File: config.mk
export PLATFORM = sky130hd
export DESIGN_NAME = y_rr_mux
export DESIGN_NICKNAME = d
export VERILOG_FILES = /design/src/rtl/y_rr_mux.sv
export SDC_FILE = /design/constraint.sdc
export NUM_CORES = 1
export LEC_CHECK = 0
export CAP_MARGIN = 15
export CELL_PAD_IN_SITES_DETAIL_PLACEMENT = 1
export CELL_PAD_IN_SITES_GLOBAL_PLACEMENT = 2
export CORE_AREA = 3 3 64 78
export DETAILED_ROUTE_END_ITERATION = 8
export DIE_AREA = 0 0 67 81
export HOLD_SLACK_MARGIN = 0.02
export PLACE_DENSITY_LB_ADDON = 0.12
export SLEW_MARGIN = 20
export SYNTH_ARGS = -nofsm -noshare
export SYNTH_HDL_FRONTEND = slang
export SYNTH_SLANG_ARGS = --single-unit
File: constraint.sdc
create_clock -name clk -period 5.4 [get_ports clk]
set_input_delay 1.35 -clock clk [delete_from_list [all_inputs] [get_ports clk]]
set_output_delay 1.35 -clock clk [all_outputs]
set_load 0.05 [all_outputs]
File: src/rtl/y_rr_mux.sv
// y_rr_mux: registered N-channel, W-bit arbitrating multiplexer.
// Each cycle one valid input channel is granted (round-robin or fixed
// priority) and its data is captured into a single output register with a
// valid/ready handshake. in_ready is combinational on out_ready, so there is
// no skid buffer: a channel is accepted only while the output register is
// empty or being drained on the same edge.
module y_rr_mux #(
    parameter int W    = 8,
    parameter int N    = 4,
    parameter int MODE = 0,
    localparam int CW  = (N > 1) ? $clog2(N) : 1
) (
    input  logic             clk,
    input  logic             reset,
    input  logic [N-1:0]     in_valid,
    input  logic [N*W-1:0]   in_data,
    output logic [N-1:0]     in_ready,
    output logic             out_valid,
    output logic [W-1:0]     out_data,
    output logic [CW-1:0]    out_chan,
    input  logic             out_ready
);

    logic          out_valid_q, out_valid_d;
    logic [W-1:0]  out_data_q,  out_data_d;
    logic [CW-1:0] out_chan_q,  out_chan_d;
    logic [CW-1:0] ptr_q,       ptr_d;

    logic          any_valid;
    logic [CW-1:0] grant;
    logic          load;
    logic [W-1:0]  ch_data [N];

    // Output register may take a new item when empty or drained this cycle.
    assign load = ~out_valid_q | out_ready;

    // Unpack the flat data bus into per-channel words.
    always_comb begin
        for (int k = 0; k < N; k++) begin
            ch_data[k] = in_data[k*W +: W];
        end
    end

    // Arbiter: scan from ptr with wrap (round-robin) or from 0 (fixed priority).
    always_comb begin
        int            idx;
        logic [CW-1:0] idx_c;
        any_valid = 1'b0;
        grant     = '0;
        idx       = 0;
        idx_c     = '0;
        for (int k = 0; k < N; k++) begin
            if (MODE == 0) begin
                idx = int'(ptr_q) + k;
                if (idx >= N) begin
                    idx = idx - N;
                end
            end else begin
                idx = k;
            end
            idx_c = CW'(idx);
            if (!any_valid && in_valid[idx_c]) begin
                any_valid = 1'b1;
                grant     = idx_c;
            end
        end
    end

    // One-hot accept for the granted channel, suppressed during reset or stall.
    always_comb begin
        in_ready = '0;
        if (any_valid && load && !reset) begin
            in_ready[grant] = 1'b1;
        end
    end

    // Next-state: load the granted item, or go empty when nothing is offered.
    always_comb begin
        out_valid_d = out_valid_q;
        out_data_d  = out_data_q;
        out_chan_d  = out_chan_q;
        ptr_d       = ptr_q;
        if (load) begin
            out_valid_d = any_valid;
            if (any_valid) begin
                out_data_d = ch_data[grant];
                out_chan_d = grant;
                if (MODE == 0) begin
                    if (grant == CW'(N - 1)) begin
                        ptr_d = '0;
                    end else begin
                        ptr_d = grant + CW'(1);
                    end
                end
            end
        end
    end

    // State registers with synchronous reset that discards any held item.
    always_ff @(posedge clk) begin
        if (reset) begin
            out_valid_q <= 1'b0;
            out_data_q  <= '0;
            out_chan_q  <= '0;
            ptr_q       <= '0;
        end else begin
            out_valid_q <= out_valid_d;
            out_data_q  <= out_data_d;
            out_chan_q  <= out_chan_d;
            ptr_q       <= ptr_d;
        end
    end

    assign out_valid = out_valid_q;
    assign out_data  = out_data_q;
    assign out_chan  = out_chan_q;

endmodule

==> results of run 1 <==
-- path summary, 6_finish.rpt --
check        slack [ns]                        to  depth (start not counted)                      from
min reg2reg        0.49  out_chan[0]$_SDFFE_PP0P_                          2  out_chan[0]$_SDFFE_PP0P_
min                0.49  out_chan[0]$_SDFFE_PP0P_                          2  out_chan[0]$_SDFFE_PP0P_
max                0.91               in_ready[2]                          6               in_valid[2]
max reg2reg        3.59  out_data[5]$_SDFFE_PP0P_                          6     ptr_q[1]$_SDFFE_PP0P_
-- worst reg2reg max path: stages, from the launching register on --
cell                       delay [ns]
sky130_fd_sc_hd__dfxtp_1         0.36
sky130_fd_sc_hd__a21oi_1         0.15
sky130_fd_sc_hd__o21ai_1         0.06
sky130_fd_sc_hd__o2bb2a_1        0.41
sky130_fd_sc_hd__buf_4           0.29
sky130_fd_sc_hd__mux2i_1         0.26
sky130_fd_sc_hd__o221ai_1        0.14
-- cells by family after synthesis --
group                    share of synthesized area [%]
AO/OA/AOI/OAI                                    16.78
multiplexers                                     23.13
AND/OR/NAND/NOR                                  19.32
adder cells (fa/ha/maj)                          5.642
flip-flops                                       29.34
buffers and inverters                            5.782
-- layout make-up --
class,instances,share of cell area [%]
repair buffers,54,36.29
well taps,56,4.598
multi-input cells,71,37.77
clock buffers,4,2.956
flip-flops and latches,13,17.08
inverters,4,1.314
-- metal layers --
metal  GRT usage [%]  vias to the layer above  routed length, µm
met5               0                        -                  0
met4           1.420                        0                 19
met3           3.043                        4                214
met2           19.37                       44               1409
met1           12.54                      427               1264
li1                -                      445                  -
-- metrics by stage --
step / instances / setup slack [ns] / utilization [%]
after detailed placement: 198 / 0.8837 / 34.44
after CTS: 202 / 0.8792 / 35.49
after floorplan: 92 / 1.453 / -
after global placement: 198 / 0.9147 / 34.44
after global routing: 202 / 0.7629 / 35.49
final: 202 / 0.9146 / 35.49
-- synthesized netlist by cell type --
cell type                  number
sky130_fd_sc_hd__and2_1         4
sky130_fd_sc_hd__o21ai_2        1
sky130_fd_sc_hd__mux2_4         3
sky130_fd_sc_hd__a31oi_1        3
sky130_fd_sc_hd__nand2_1        3
sky130_fd_sc_hd__buf_6          2
sky130_fd_sc_hd__nor4_1         1
sky130_fd_sc_hd__clkbuf_1       1
sky130_fd_sc_hd__and3b_1        3
sky130_fd_sc_hd__inv_1          3
sky130_fd_sc_hd__inv_6          1
sky130_fd_sc_hd__o221ai_1       5
sky130_fd_sc_hd__buf_2          1
sky130_fd_sc_hd__o2bb2a_1       1
sky130_fd_sc_hd__nand2b_4       1
sky130_fd_sc_hd__mux2i_1       16
sky130_fd_sc_hd__or3b_1         1
sky130_fd_sc_hd__ha_1           4
sky130_fd_sc_hd__dfxtp_1       13
sky130_fd_sc_hd__nor2_1         5
sky130_fd_sc_hd__o21ai_1        4
sky130_fd_sc_hd__a21oi_1        4
sky130_fd_sc_hd__nand3b_1       5
sky130_fd_sc_hd__o21ai_0        1
sky130_fd_sc_hd__a211oi_1       2
sky130_fd_sc_hd__a21boi_0       1
sky130_fd_sc_hd__nor2_4         1
sky130_fd_sc_hd__nand2b_1       2
-- cells in the final DEF, fill, tap and decap left out, types with 4 or more instances in the layout --
cell / count
sky130_fd_sc_hd__o221ai_1: 5
sky130_fd_sc_hd__clkdlybuf4s50_1: 49
sky130_fd_sc_hd__dfxtp_1: 13
sky130_fd_sc_hd__o21ai_1: 4
sky130_fd_sc_hd__mux2i_1: 16
sky130_fd_sc_hd__nor2_1: 5
sky130_fd_sc_hd__and2_1: 4
sky130_fd_sc_hd__ha_1: 4
sky130_fd_sc_hd__a21oi_1: 4
sky130_fd_sc_hd__nand3b_1: 5
-- power by group through the flow --
| stage | logic, µW | clock network [µW] | registers [µW] |
|---|---|---|---|
| after global routing | 210 | 94.8 | 123 |
| after detailed placement | 199 | 0 | 122 |
| final | 197 | 87.5 | 120 |
| after floorplan | 84.4 | 0 | 163 |
| after global placement | 197 | 0 | 122 |
| after CTS | 200 | 92.9 | 120 |
-- sequential cells by signal, summed over array words and instances (netlist names) --
signal and count:
ptr_q 2, out_valid 1, out_data 8, out_chan 2
==> report_table.html, run 1 <==
<table>
<tr><th>Metric</th><th>Value</th></tr>
<tr><th colspan="2">STA</th></tr>
<tr><td>Unrepaired setup endpoints after global routing</td><td>false</td></tr>
<tr><td>Setup Total Neg Slack</td><td>0 ns</td></tr>
<tr><td>Tmin final</td><td>4.485 ns</td></tr>
<tr><td>Final hold slack</td><td>0.4935 ns</td></tr>
<tr><td>Upper clock frequency limit</td><td>222.9 MHz</td></tr>
<tr><td>Final clock skew</td><td>0.002057 ns</td></tr>
<tr><td>Final hold viol count</td><td>0</td></tr>
<tr><td>Actual transition at the worst max-transition pin</td><td>0.5569 ns</td></tr>
<tr><td>Final setup violation count</td><td>0</td></tr>
<tr><td>Final period utilization</td><td>83.06%</td></tr>
<tr><td>Worst slew margin relative to its limit</td><td>62.74%</td></tr>
<tr><td>Final max-slew violation count</td><td>0</td></tr>
<tr><th colspan="2">Route</th></tr>
<tr><td>Violation count after the first detailed-route iteration</td><td>37</td></tr>
<tr><td>Post-detailed-routing wire length</td><td>2907 µm</td></tr>
<tr><td>Detailed-route vias per instance</td><td>4.554</td></tr>
<tr><td>Total via count in the routed design</td><td>920</td></tr>
<tr><td>Routed Antenna Nets</td><td>0</td></tr>
<tr><td>Drt pass-1 iters</td><td>4</td></tr>
<tr><td>Per-cell routed wire length</td><td>14.39 µm</td></tr>
<tr><td>Post-detailed-route DRC marker count</td><td>0</td></tr>
<tr><th colspan="2">Worst setup path</th></tr>
<tr><td>Arrival @ worst endpoint</td><td>3.14 ns</td></tr>
<tr><td>Crit-path max FO</td><td>14</td></tr>
<tr><td>Critical Path Max Stage Delay</td><td>0.46 ns</td></tr>
<tr><td>Critical Path End Type</td><td>output pin</td></tr>
<tr><td>Element type at the critical path start</td><td>primary input</td></tr>
<tr><td>Worst path required time</td><td>4.05 ns</td></tr>
<tr><td>Cell class contributing the biggest share of worst-path delay</td><td>simple AND/OR/NAND/NOR gates</td></tr>
<tr><td>Critical Path, Cell by Cell</td><td>clkdlybuf4s50_1 &gt; nor4_1 &gt; nand2b_4 &gt; nor2_1 &gt; and2_1 &gt; buf_12</td></tr>
<tr><td>Setup CP Type</td><td>in -&gt; out</td></tr>
<tr><td>Cell with the largest stage delay on the worst path</td><td>sky130_fd_sc_hd__clkdlybuf4s50_1</td></tr>
<tr><td>Critical path buffer and inverter count</td><td>2</td></tr>
<tr><th colspan="2">Clocking</th></tr>
<tr><td>CTS clk-pin slew, worst paths</td><td>0.06 ns</td></tr>
<tr><td>Post-CTS Resized</td><td>0</td></tr>
<tr><td>Cell at the root of the clock tree</td><td>sky130_fd_sc_hd__clkbuf_8</td></tr>
<tr><td>Clock sinks</td><td>13</td></tr>
<tr><td>TritonCTS clock tree</td><td>built</td></tr>
<tr><td>Source-to-sink clock delay at the later pin of the worst-skew pair</td><td>0.24 ns</td></tr>
<tr><td>Buffers from clock root to sink, at most</td><td>2</td></tr>
<tr><td>Number of clock buffers inserted by TritonCTS</td><td>3</td></tr>
<tr><td>Post-CTS setup-driven buffer insertion count</td><td>0</td></tr>
<tr><td># H-tree levels</td><td>1</td></tr>
<tr><td>Post-CTS Hold Fix Bufs</td><td>0</td></tr>
<tr><th colspan="2">Placement</th></tr>
<tr><td>Port-buffer cells</td><td>53</td></tr>
<tr><td>Placed inst area</td><td>1479 µm²</td></tr>
<tr><td>Global placement routability congestion</td><td>0.6793</td></tr>
<tr><td>DP HPWL</td><td>2254 µm</td></tr>
<tr><th colspan="2">Synthesis</th></tr>
<tr><td>Post-synthesis sequential element count</td><td>13</td></tr>
<tr><td>Area share of the largest cell type after synthesis</td><td>29.34%</td></tr>
<tr><td>Post-synth design cell area</td><td>887.1 µm²</td></tr>
<tr><td>Most area-consuming cells after synthesis</td><td>sky130_fd_sc_hd__dfxtp_1, sky130_fd_sc_hd__mux2i_1, sky130_fd_sc_hd__ha_1, sky130_fd_sc_hd__mux2_4, sky130_fd_sc_hd__o221ai_1</td></tr>
<tr><td>Most area-hungry cell type in the Yosys netlist</td><td>sky130_fd_sc_hd__dfxtp_1</td></tr>
<tr><td>Post-synthesis average cell area</td><td>9.642 µm²</td></tr>
<tr><td>Gate count after technology mapping</td><td>92</td></tr>
<tr><td>Post-Synthesis Net Count</td><td>135</td></tr>
<tr><td>Yosys warning count</td><td>0</td></tr>
<tr><td>Post-synth cell types</td><td>28</td></tr>
<tr><td>Fraction of the yosys area taken by sequential cells</td><td>29.34%</td></tr>
<tr><th colspan="2">Final layout</th></tr>
<tr><td>Proportion of layout cells with a drive suffix above 1</td><td>10.27%</td></tr>
<tr><td>Antenna fix cells</td><td>0</td></tr>
<tr><td>Number of nets in the layout</td><td>190</td></tr>
<tr><td>Number of inserted filler cells in the final layout</td><td>528</td></tr>
<tr><td>Footprint of the multi-input gates</td><td>575.6 µm²</td></tr>
<tr><td>Layout Cell Area excl Fill</td><td>1524 µm²</td></tr>
<tr><td>Post-synthesis to final-layout area growth</td><td>71.79%</td></tr>
<tr><td>Area taken by flip-flops and latches</td><td>260.3 µm²</td></tr>
<tr><th colspan="2">GRT</th></tr>
<tr><td>Wire length of the first global-routing pass</td><td>4533 µm</td></tr>
<tr><td>Via count of the first global-routing pass</td><td>978</td></tr>
<tr><td>Antenna violations before repair</td><td>0</td></tr>
<tr><td>GRT Residual Overflow</td><td>0</td></tr>
<tr><td>Total global routing track utilization</td><td>10.67%</td></tr>
<tr><td>Maximum number of pins on one net before global-route repair</td><td>15</td></tr>
<tr><th colspan="2">Pwr</th></tr>
<tr><td>Comb power frac</td><td>48.7%</td></tr>
<tr><td>Worst ir drop on vdd</td><td>0.1619 mV</td></tr>
<tr><td>Leakage power total</td><td>0.0006105 µW</td></tr>
<tr><td>Proportion of power drawn by flip-flops and latches</td><td>29.7%</td></tr>
<tr><td>Overall power of the completed layout</td><td>404.9 µW</td></tr>
<tr><td>Net Sw Power</td><td>155.0 µW</td></tr>
<tr><td>Sw frac</td><td>38.29%</td></tr>
<tr><td>Internal power contribution</td><td>249.9 µW</td></tr>
<tr><td>Share of total power in the clock network</td><td>21.6%</td></tr>
<tr><td>Pwr per Cell Area</td><td>265.7 nW/µm²</td></tr>
<tr><th colspan="2">Floorplan</th></tr>
<tr><td>Core region area</td><td>4294 µm²</td></tr>
<tr><td>DIE AREA</td><td>5427 µm²</td></tr>
<tr><td># IOs</td><td>54</td></tr>
<tr><td>Number of standard-cell rows in the floorplan</td><td>26</td></tr>
<tr><td>Die outline height</td><td>81 µm</td></tr>
<tr><td>Horiz. Die Dim</td><td>67 µm</td></tr>
<tr><td>Initial Util</td><td>20.66%</td></tr>
<tr><th colspan="2">Flow run</th></tr>
<tr><td>Max-capacitance violation count</td><td>0</td></tr>
<tr><th colspan="2">Status</th></tr>
<tr><td>Outcome</td><td>completed</td></tr>
<tr><th colspan="2">Hold path</th></tr>
<tr><td>Min-Delay Path Class</td><td>reg -&gt; reg</td></tr>
</table>
Note: power is estimated with default switching activity, not from simulation.
==> run 2, diff against run 1 <==
- CORE_AREA: 3 3 64 78 -> 3 3 65 79
- DIE_AREA: 0 0 67 81 -> 0 0 68 82
- clock period: 5.4 -> 4.6 ns (I/O delays scaled with it)
==> run 2 against run 1 <==
  * Largest power group unchanged
  * Cell area grew 0.74%
  * Largest cell class unchanged
  * Cell count increased by 1.5%
  * Utilization down 1.6 points
  * Non-clock buffer count is 1 higher
  * Clock power increased by 23%
  * Worst hold slack improved by 0.0086 ns
  * Setup slack worse by 0.42 ns
  * Count of clock-buffer cells in the layout fell by 1
  * Routed wire length decreased by 0.96%
  * Sequential share of layout area is 0.13 points lower
  * First-iteration DRC count decreased by 35%
==> report_table.html, run 2 (synthesis gave the netlist of run 1 again) <==
<table>
<tr><th>Metric</th><th>Value</th></tr>
<tr><th colspan="2">Status</th></tr>
<tr><td>Outcome</td><td>completed</td></tr>
<tr><th colspan="2">Route</th></tr>
<tr><td>Routed Antenna Nets</td><td>0</td></tr>
<tr><td>Total via count in the routed design</td><td>909</td></tr>
<tr><td>Post-detailed-routing wire length</td><td>2879 µm</td></tr>
<tr><td>Violation count after the first detailed-route iteration</td><td>24</td></tr>
<tr><td>Detailed-route vias per instance</td><td>4.434</td></tr>
<tr><td>Drt pass-1 iters</td><td>2</td></tr>
<tr><td>Per-cell routed wire length</td><td>14.04 µm</td></tr>
<tr><td>Post-detailed-route DRC marker count</td><td>0</td></tr>
<tr><th colspan="2">Worst setup path</th></tr>
<tr><td>Worst path required time</td><td>3.45 ns</td></tr>
<tr><td>Crit-path max FO</td><td>14</td></tr>
<tr><td>Arrival @ worst endpoint</td><td>2.96 ns</td></tr>
<tr><td>Critical Path End Type</td><td>output pin</td></tr>
<tr><td>Setup CP Type</td><td>in -&gt; out</td></tr>
<tr><td>Element type at the critical path start</td><td>primary input</td></tr>
<tr><th colspan="2">STA</th></tr>
<tr><td>Final hold viol count</td><td>0</td></tr>
<tr><td>Worst slew margin relative to its limit</td><td>60.51%</td></tr>
<tr><td>Actual transition at the worst max-transition pin</td><td>0.5902 ns</td></tr>
<tr><td>Final clock skew</td><td>0.009027 ns</td></tr>
<tr><td>Final period utilization</td><td>89.28%</td></tr>
<tr><td>Final setup violation count</td><td>0</td></tr>
<tr><td>Setup Total Neg Slack</td><td>0 ns</td></tr>
<tr><td>Tmin final</td><td>4.107 ns</td></tr>
<tr><td>Unrepaired setup endpoints after global routing</td><td>false</td></tr>
<tr><td>Final max-slew violation count</td><td>0</td></tr>
<tr><td>Upper clock frequency limit</td><td>243.5 MHz</td></tr>
<tr><th colspan="2">Placement</th></tr>
<tr><td>Port-buffer cells</td><td>53</td></tr>
<tr><td>Placed inst area</td><td>1489 µm²</td></tr>
<tr><td>Global placement routability congestion</td><td>0.7904</td></tr>
<tr><td>DP Cell Count</td><td>201</td></tr>
<tr><td>DP HPWL</td><td>2236 µm</td></tr>
<tr><th colspan="2">GRT</th></tr>
<tr><td>Antenna violations before repair</td><td>0</td></tr>
<tr><td>GRT Residual Overflow</td><td>0</td></tr>
<tr><td>Maximum number of pins on one net before global-route repair</td><td>15</td></tr>
<tr><td>Wire length of the first global-routing pass</td><td>4567 µm</td></tr>
<tr><td>Via count of the first global-routing pass</td><td>959</td></tr>
<tr><td>Total global routing track utilization</td><td>10.84%</td></tr>
<tr><th colspan="2">Clocking</th></tr>
<tr><td>Source-to-sink clock delay at the later pin of the worst-skew pair</td><td>0.25 ns</td></tr>
<tr><td>Post-CTS Hold Fix Bufs</td><td>0</td></tr>
<tr><td>Buffers from clock root to sink, at most</td><td>2</td></tr>
<tr><td>Clock sinks</td><td>13</td></tr>
<tr><td>Number of clock buffers inserted by TritonCTS</td><td>3</td></tr>
<tr><td># H-tree levels</td><td>1</td></tr>
<tr><td>Post-CTS setup-driven buffer insertion count</td><td>0</td></tr>
<tr><td>CTS clk-pin slew, worst paths</td><td>0.06 ns</td></tr>
<tr><td>Post-CTS Resized</td><td>0</td></tr>
<tr><td>TritonCTS clock tree</td><td>built</td></tr>
<tr><td>Cell at the root of the clock tree</td><td>sky130_fd_sc_hd__clkbuf_8</td></tr>
<tr><th colspan="2">Final layout</th></tr>
<tr><td>Most common library cell in the layout ignoring fill and taps</td><td>sky130_fd_sc_hd__clkdlybuf4s50_1</td></tr>
<tr><td>Utilization after layout</td><td>33.91%</td></tr>
<tr><td>Layout Cell Area excl Fill</td><td>1535 µm²</td></tr>
<tr><td>Proportion of layout cells with a drive suffix above 1</td><td>11.56%</td></tr>
<tr><td>Post-route non-filler standard cell count</td><td>205</td></tr>
<tr><td>Highest-count cells in the layout ignoring fill and taps</td><td>sky130_fd_sc_hd__clkdlybuf4s50_1, sky130_fd_sc_hd__mux2i_1, sky130_fd_sc_hd__dfxtp_1</td></tr>
<tr><td>Antenna fix cells</td><td>0</td></tr>
<tr><td>Number of nets in the layout</td><td>191</td></tr>
<tr><td>Max reg flops</td><td>8</td></tr>
<tr><td>Post-synthesis to final-layout area growth</td><td>73.06%</td></tr>
<tr><th colspan="2">Floorplan</th></tr>
<tr><td>DIE AREA</td><td>5576 µm²</td></tr>
<tr><td>Die outline height</td><td>82 µm</td></tr>
<tr><td># IOs</td><td>54</td></tr>
<tr><td>Initial Util</td><td>19.60%</td></tr>
<tr><td>Number of standard-cell rows in the floorplan</td><td>27</td></tr>
<tr><td>Core region area</td><td>4527 µm²</td></tr>
<tr><td>Horiz. Die Dim</td><td>68 µm</td></tr>
<tr><th colspan="2">Pwr</th></tr>
<tr><td>Leakage power total</td><td>0.0006180 µW</td></tr>
<tr><td>Pwr per Cell Area</td><td>312.0 nW/µm²</td></tr>
<tr><td>Worst ir drop on vdd</td><td>0.1331 mV</td></tr>
<tr><th colspan="2">Flow run</th></tr>
<tr><td>Max-capacitance violation count</td><td>0</td></tr>
<tr><th colspan="2">Hold path</th></tr>
<tr><td>Min-Delay Path Class</td><td>reg -&gt; reg</td></tr>
</table>
[run 2: changes by cell type in the layout (fill, tap and decap cells not counted)]
cell / change
sky130_fd_sc_hd__clkinv_2: +1
sky130_fd_sc_hd__buf_4: +1
sky130_fd_sc_hd__clkbuf_1: -1
[run 2: cell type report]
cell class / instances / area [µm²]
Clock inverter: 1 / 5.005
Fill cell: 538 / 2992
Multi-Input combinational cell: 71 / 575.6
Timing Repair Buffer: 55 / 560.5
Sequential cell: 13 / 260.3
Tap cell: 58 / 72.57
Clock buffer: 3 / 41.29
Inverter: 4 / 20.02
[run 2: worst paths after layout]
check	cells past startpoint	end	slack, ns	start
max	6	in_ready[3]	0.49	in_valid[0]
min	2	out_chan[0]$_SDFFE_PP0P_	0.50	out_chan[0]$_SDFFE_PP0P_
max reg2reg	7	out_data[3]$_SDFFE_PP0P_	2.84	ptr_q[1]$_SDFFE_PP0P_
min reg2reg	2	out_chan[0]$_SDFFE_PP0P_	0.50	out_chan[0]$_SDFFE_PP0P_
[run 2: worst max-delay path, stage by stage]
cell and delay [ns]:
sky130_fd_sc_hd__clkdlybuf4s50_1 0.57, sky130_fd_sc_hd__nor4_1 0.09, sky130_fd_sc_hd__nand2b_4 0.23, sky130_fd_sc_hd__nor2_1 0.49, sky130_fd_sc_hd__and2_1 0.26, sky130_fd_sc_hd__buf_12 0.15
[run 2: layer usage]
metal / global-route usage, % / vias to the layer above / wire [µm]
met5: 0 / - / 0
met4: 4.175 / 0 / 38
met3: 2.462 / 5 / 215
met2: 18.90 / 37 / 1360
met1: 12.60 / 416 / 1264
li1: - / 451 / -
[run 2: where the power goes]
group          internal (µW)  switching (µW)
clock                   60.0            48.5
combinational            102             127
sequential               130            10.9
total                    292             187
[run 2: per-stage QoR]
stage	power (µW)	setup slack [ns]	hold WS, ns
2_1_floorplan	290.1	1.053	0.5063
3_3_place_gp	374.0	0.5429	0.4886
6_report	479.0	0.4933	0.5021
4_1_cts	490.0	0.4929	0.5085
5_1_grt	512.2	0.3419	0.5441
3_5_place_dp	376.3	0.4937	0.4860
